<file path="config.mk">
export PLATFORM = sky130hd
export DESIGN_NAME = mem_port_arbiter
export DESIGN_NICKNAME = d
export VERILOG_FILES = /design/src/rtl/mem_port_arbiter.sv
export SDC_FILE = /design/constraint.sdc
export NUM_CORES = 1
export LEC_CHECK = 0
export ABC_CLOCK_PERIOD_IN_PS = 1500
export BUFFER_PORTS_ARGS = -buffer_cell sky130_fd_sc_hd__buf_4
export CORE_AREA = 2 2 108 110
export DETAILED_ROUTE_END_ITERATION = 10
export DIE_AREA = 0 0 110 112
export RECOVER_POWER = 100
export SYNTH_ARGS = -nofsm -noshare
export SYNTH_HDL_FRONTEND = slang
export SYNTH_SLANG_ARGS = --single-unit
export TNS_END_PERCENT = 10
</file>
<file path="constraint.sdc">
create_clock -name clk -period 1.5 [get_ports clk]
set_clock_uncertainty 0.1 [all_clocks]
set_input_delay 0.3 -clock clk [delete_from_list [all_inputs] [get_ports clk]]
set_output_delay 0.3 -clock clk [all_outputs]
set_load 0.01 [all_outputs]
</file>
<file path="src/rtl/mem_port_arbiter.sv">
// mem_port_arbiter: shares one memory port between instruction fetch and load/store, one transaction in flight.
// Define MEM_ARB_FAIRNESS_EN to let fetch win after STARVE_MAX consecutive data grants while it waits.
module mem_port_arbiter #(
    parameter int STARVE_MAX = 4
) (
    input  logic        clk,
    input  logic        rst_n,
    input  logic        if_req,
    input  logic [31:0] if_addr,
    output logic        if_gnt,
    output logic        if_rvalid,
    output logic [31:0] if_rdata,
    input  logic        d_req,
    input  logic        d_we,
    input  logic [31:0] d_addr,
    input  logic [31:0] d_wdata,
    input  logic [3:0]  d_be,
    output logic        d_gnt,
    output logic        d_rvalid,
    output logic [31:0] d_rdata,
    output logic        mem_req,
    output logic        mem_we,
    output logic [31:0] mem_addr,
    output logic [31:0] mem_wdata,
    output logic [3:0]  mem_be,
    input  logic        mem_gnt,
    input  logic        mem_rvalid,
    input  logic [31:0] mem_rdata,
    output logic        busy
);
    typedef enum logic [1:0] {IDLE, HOLD, WAIT} state_t;
    state_t state, state_nx;
    logic owner, owner_nx, sel_d, req, rsp, fetch_pri;
`ifdef MEM_ARB_FAIRNESS_EN
    logic [3:0] starve_cnt;
    assign fetch_pri = starve_cnt == 4'(STARVE_MAX);
    always_ff @(posedge clk or negedge rst_n) begin
        if (!rst_n) starve_cnt <= '0;
        else if (d_gnt) starve_cnt <= !if_req ? '0 : (starve_cnt < 4'(STARVE_MAX)) ? starve_cnt + 4'd1 : starve_cnt;
        else if (if_gnt) starve_cnt <= '0;
    end
`else
    assign fetch_pri = 1'b0;
`endif
    always_ff @(posedge clk or negedge rst_n) begin
        if (!rst_n) begin
            state <= IDLE;
            owner <= 1'b0;
        end else begin
            state <= state_nx;
            owner <= owner_nx;
        end
    end
    always_comb begin
        state_nx = state;
        owner_nx = owner;
        sel_d    = owner;
        req      = 1'b0;
        case (state)
            IDLE: begin
                sel_d = d_req & ~(if_req & fetch_pri);
                req   = d_req | if_req;
                if (req) begin
                    owner_nx = sel_d;
                    state_nx = mem_gnt ? WAIT : HOLD;
                end
            end
            HOLD: begin
                req      = owner ? d_req : if_req;
                state_nx = !req ? IDLE : mem_gnt ? WAIT : HOLD;
            end
            WAIT:    state_nx = mem_rvalid ? IDLE : WAIT;
            default: state_nx = IDLE;
        endcase
    end
    // gating with rst_n keeps every output low while reset is held, even with requests pending
    assign mem_req   = req & rst_n;
    assign mem_we    = mem_req & sel_d & d_we;
    assign mem_addr  = mem_req ? (sel_d ? d_addr : if_addr) : '0;
    assign mem_wdata = (mem_req & sel_d) ? d_wdata : '0;
    assign mem_be    = mem_req ? (sel_d ? d_be : 4'b1111) : '0;
    assign if_gnt    = mem_req & mem_gnt & ~sel_d;
    assign d_gnt     = mem_req & mem_gnt & sel_d;
    assign rsp       = (state == WAIT) & mem_rvalid;
    assign if_rvalid = rsp & ~owner;
    assign d_rvalid  = rsp & owner;
    assign if_rdata  = if_rvalid ? mem_rdata : '0;
    assign d_rdata   = d_rvalid ? mem_rdata : '0;
    assign busy      = state != IDLE;
endmodule

</file>
==> Word-level counts from Yosys, hierarchy flattened <==
Index checks and enable logic that the tools add are counted.
{ "totals": {"reg_bits": 3, "out_inout_bits": 139, "elab_cells": 35} }
{ "op_classes": {"eq_ne": 3, "n_mux": 15, "n_bitwise": 12, "n_reduce_logical": 3} }
{ "ops": {"columns": ["cell", "count"], "rows": [
  ["32-bit two-way mux", 5],
  ["1-bit AND", 9],
  ["2-bit two-way mux", 4],
  ["4-bit two-way mux", 2],
  ["2-bit case mux with 3 select lines", 1],
  ["2-bit by 1-bit equality test with 1-bit output (second input constant)", 1],
  ["2-bit equality test (second input constant)", 1],
  ["2-bit zero test", 1],
  ["1-bit two-way mux", 2],
  ["2-bit inequality test (second input constant)", 1],
  ["1-bit NOT", 2],
  ["1-bit case mux with 2 select lines", 1],
  ["2-bit AND reduction", 1],
  ["2-bit nonzero test", 1],
  ["1-bit OR", 1]
]} }

==> Longest topological paths before layout <==
{ "depth": {"ltp_word": 5, "ltp_mapped": 6, "mapped_depth_nobuf": 3} }

==> Least setup slack after synthesis <==
No wires, ideal clock.
{ "synth_timing": {"kind": "reg-to-output", "startpoint": "register owner", "endpoint": "output port if_gnt", "arrival_ps": 1369, "slack_ps": -269, "stages_incl_launch_ff": 6, "path_cell_list": "dfrtp_1 > buf_6 > mux2_4 > o221ai_2 > buf_6 > nor4_1"} }
{ "synth_between": {"elab_chain_cells": 5} }
{ "synth_lines": {"columns": ["element", "line_no", "text"], "rows": [
  ["start, declared", "33", "logic owner, owner_nx, sel_d, req, rsp, fetch_pri;"],
  ["start signal, assigned", "51", "owner <= owner_nx;"],
  ["1-bit two-way mux", "69", "req = owner ? d_req : if_req;"],
  ["1-bit case mux with 2 select lines", "59", "case (state)"],
  ["1-bit AND", "77", "assign mem_req = req & rst_n;"],
  ["1-bit AND", "82", "assign if_gnt = mem_req & mem_gnt & ~sel_d;"],
  ["1-bit AND *", "82", null],
  ["end, declared", "10", "output logic if_gnt,"]
]} }
Every way passes the cells marked *; elsewhere a longest branch is shown, timed or not.

==> Worst setup path after layout <==
{ "layout_timing": {"startpoint": "register state[0]", "endpoint": "output port mem_addr[11]"} }
{ "layout_between": {"elab_chain_cells": 4} }
{ "layout_lines": {"columns": ["element", "line_no", "text"], "rows": [
  ["start, declared", "32", "state_t state, state_nx;"],
  ["start signal, assigned", "50", "state <= state_nx;"],
  ["2-bit by 1-bit equality test with 1-bit output / 2-bit zero test (equally long branches)", "59", null],
  ["1-bit case mux with 2 select lines / 1-bit two-way mux (equally long branches)", "59", null],
  ["1-bit AND / 32-bit two-way mux (equally long branches)", "77, 79", null],
  ["32-bit two-way mux *", "79", "assign mem_addr = mem_req ? (sel_d ? d_addr : if_addr) : '0;"],
  ["end, declared", "23", "output logic [31:0] mem_addr,"]
]} }
Marked as above.

==> impl_metrics.ini <==
[clocking]
h-tree-depth = 1
clockRootBuffer = clkbuf_16
clockBufferDepth = 2
cts_sinks = 3
cts_buffers = 3
clk_latency_ns = 0.23
cts_tree = yes
cts.clk_slew.worst_paths_ns = 0.03

[logic_synthesis]
synth-main-ff-cell = dfrtp_1
postSynth.asyncResetShare_pct = 100
synth.most_common_cell = and2_1
synthTopCellsByCount = 98 x and2_1, 32 x a21oi_1, 32 x nand3_1, 32 x o21ai_0, 9 x buf_6
synth_top_area_share_pct = 38.4
synth-edff-count = 0
syn_nets = 394
ys_seq_area_share_pct = 4.70
synth_top_area_cell = and2_1
synthCells = 255
synth_warnings = 0
synth.area.top_cells = and2_1 38%, a21oi_1 10%, nand3_1 10%
syn_area_per_cell_um2 = 6.27
synth.distinct_cells = 30
synthesis.area_um2 = 1600
ys_ff_latch = 3

[sta]
hold_violations = 0
post-route-period-util_pct = 138
max-slew-margin-rel_pct = 81.0
tightest_slew_ns = 0.285
finalSetupTns_ns = -68.07
setup_viol_count_final = 139
fin_ws_ns = -0.568
rsz0062_at_grt = true
period_needed_ns = 2.07
max_freq_mhz = 484
drv_slew = 0

[setup_path]
critical_path_required_ns = 1.10
reg2reg_setup_slack_ns = 0.15
ff2ff_path_depth = 6
rr_startpoint = state[1]
end_kind = primary output
cp_data_arrival_time_ns = 1.67
crit_type = reg2out
cp-start-kind = flip-flop
cp-startpoint = state[0]
r2r-end = owner
critPathCapture = mem_addr[11]
cp_max_fo = 7

[placed_design]
hpwl_mm = 8.23
dp_slack_ns = -0.375
gp_congestion = 0.833
io_buffers = 277
dp.cells = 669

[power_and_ir_drop]
share_seq_of_total_power_pct = 3.8
cellLeakagePower_nw = 2.32
powerDensity_nw_per_um2 = 703
power.internal_mw = 1.84
p_switching_mw = 1.31
p_clk_share_pct = 13.8
combPwrFrac_pct = 82.4
swShare_pct = 41.6
peakVddDrop_mv = 0.418

[grt]
grt_max_degree = 37
grt_usage_pct = 15.2
use_met3_pct = 2.28
grt_pass1_wl_mm = 14.8
grt-busiest-layer = met2
antenna_found_initial = 0
grt-ovfl-total = 0
grt_pass1_vias = 2880
gr-usage-met1_pct = 15.8
grt_use_met2_pct = 30.6

[floorplanning]
row_count = 39
initial_utilization_pct = 14.3
pin_count = 278
die_height_um = 112
dieArea_um2 = 12300
core_um2 = 11200
die_x_um = 110

[min_path]
min_path_type = in2reg

[route]
initialDrtViolationCount = 103
wl_per_cell_um = 15.7
drt_first_pass_iters = 4
drt-vias-per-instance = 4.32
wl_mm = 10.8
drc_errors = 0
ant_nets = 0
route.vias.total = 2967

[layout]
fin_cells = 687
num-fill-cells = 1175
syn2layout_area_growth_pct = 181
drive_gt1_share_pct = 67.8
num_antenna_cells = 0
final_nets = 684

[status]
status = complete, but fails checks
violations = negative setup slack

[flow_run]
cap_violations = 0
==> per-layer routing <==
layer	wire length [um]	vias to the layer above
li1	-	1437
met1	3850	1373
met2	5970	151
met4	112	0
met3	878	6
met5	0	-
==> registers in the layout, indices dropped and copies added, names as in the netlist <==
name / count
state: 2
owner: 1
==> repair_timing <==
| item | CTS | global route |
|---|---|---|
| hold endpoints to repair | 3 | 0 |
| gates resized for setup | 29 | 39 |
| hold buffers | 1 | 0 |
| buffers inserted | 4 | 3 |
| endpoints found under the setup margin | 139 | 139 |
| pin swaps | 11 | 24 |
| gates cloned | 1 | 6 |
==> worst min path at each step <==
stage | from | to | slack [ns] | cells after the start
2_1_floorplan | rst_n | owner | -0.1 | 0
3_3_place_gp | rst_n | state[1] | 0.09 | 2
3_5_place_dp | rst_n | state[1] | 0.09 | 2
4_1_cts | mem_gnt | state[0] | 0.17 | 2
5_1_grt | mem_gnt | state[0] | 0.18 | 2
6_report | mem_gnt | state[0] | 0.17 | 2
==> area by class of cell <==
type | count | area [um2] | share of cell area, %
Clock buffer | 4 | 78.8 | 1.76
Inverter | 4 | 17.5 | 0.391
Sequential cell | 3 | 76.3 | 1.70
Tap cell | 143 | 179 | 3.99
Multi-Input combinational cell | 220 | 1520 | 33.8
Timing Repair Buffer | 313 | 2620 | 58.3
==> metrics by stage <==
step                      hold WS (ns)  power (mW)  utilization (%)  cell area [um2]
after floorplan                -0.0956        1.18                -             1680
after global placement          0.0889        2.23             36.1             4040
after detailed placement        0.0918        2.26             36.1             4040
after CTS                        0.166        2.82             37.7             4220
after global routing             0.178        3.34             40.1             4480
final                            0.167        3.15             40.1             4480
==> cells in the final DEF, fill, tap and decap left out, types with 2 or more instances in the layout <==
cell,instances
buf_6,9
nor3b_4,2
a21oi_4,2
o21ai_0,3
dfrtp_1,2
nand3_2,10
buf_4,284
o21ai_1,21
clkbuf_16,8
o21ai_2,8
clkbuf_1,2
inv_1,2
nor2_1,4
nand3_1,22
and2_1,97
a21oi_2,20
buf_12,11
a21oi_1,14
==> worst max-delay path: stages (launching register included) <==
cell,delay (ns)
dfrtp_2,0.45
buf_6,0.15
o21ai_4,0.16
buf_12,0.16
clkbuf_16,0.15
nand3_1,0.07
a21oi_1,0.15
buf_4,0.14
==> power by group through the flow <==
stage	sequential (mW)	combinational (mW)	clock [mW]
2_1_floorplan	0.114	1.06	0
6_report	0.121	2.60	0.434
4_1_cts	0.120	2.26	0.438
3_3_place_gp	0.116	2.11	0
3_5_place_dp	0.118	2.14	0
5_1_grt	0.123	2.77	0.447
==> cells by family (layout without fill, tap and decap cells) <==
| family | Yosys count | after routing | share of synthesized area, % |
|---|---|---|---|
| simple gates | 144 | 144 | 55.2 |
| flops | 3 | 3 | 4.70 |
| compound gates | 75 | 75 | 26.2 |
| buf+inv | 32 | 321 | 12.9 |
| mux | 1 | 1 | 0.939 |
Note: power is estimated with default switching activity, not from simulation.
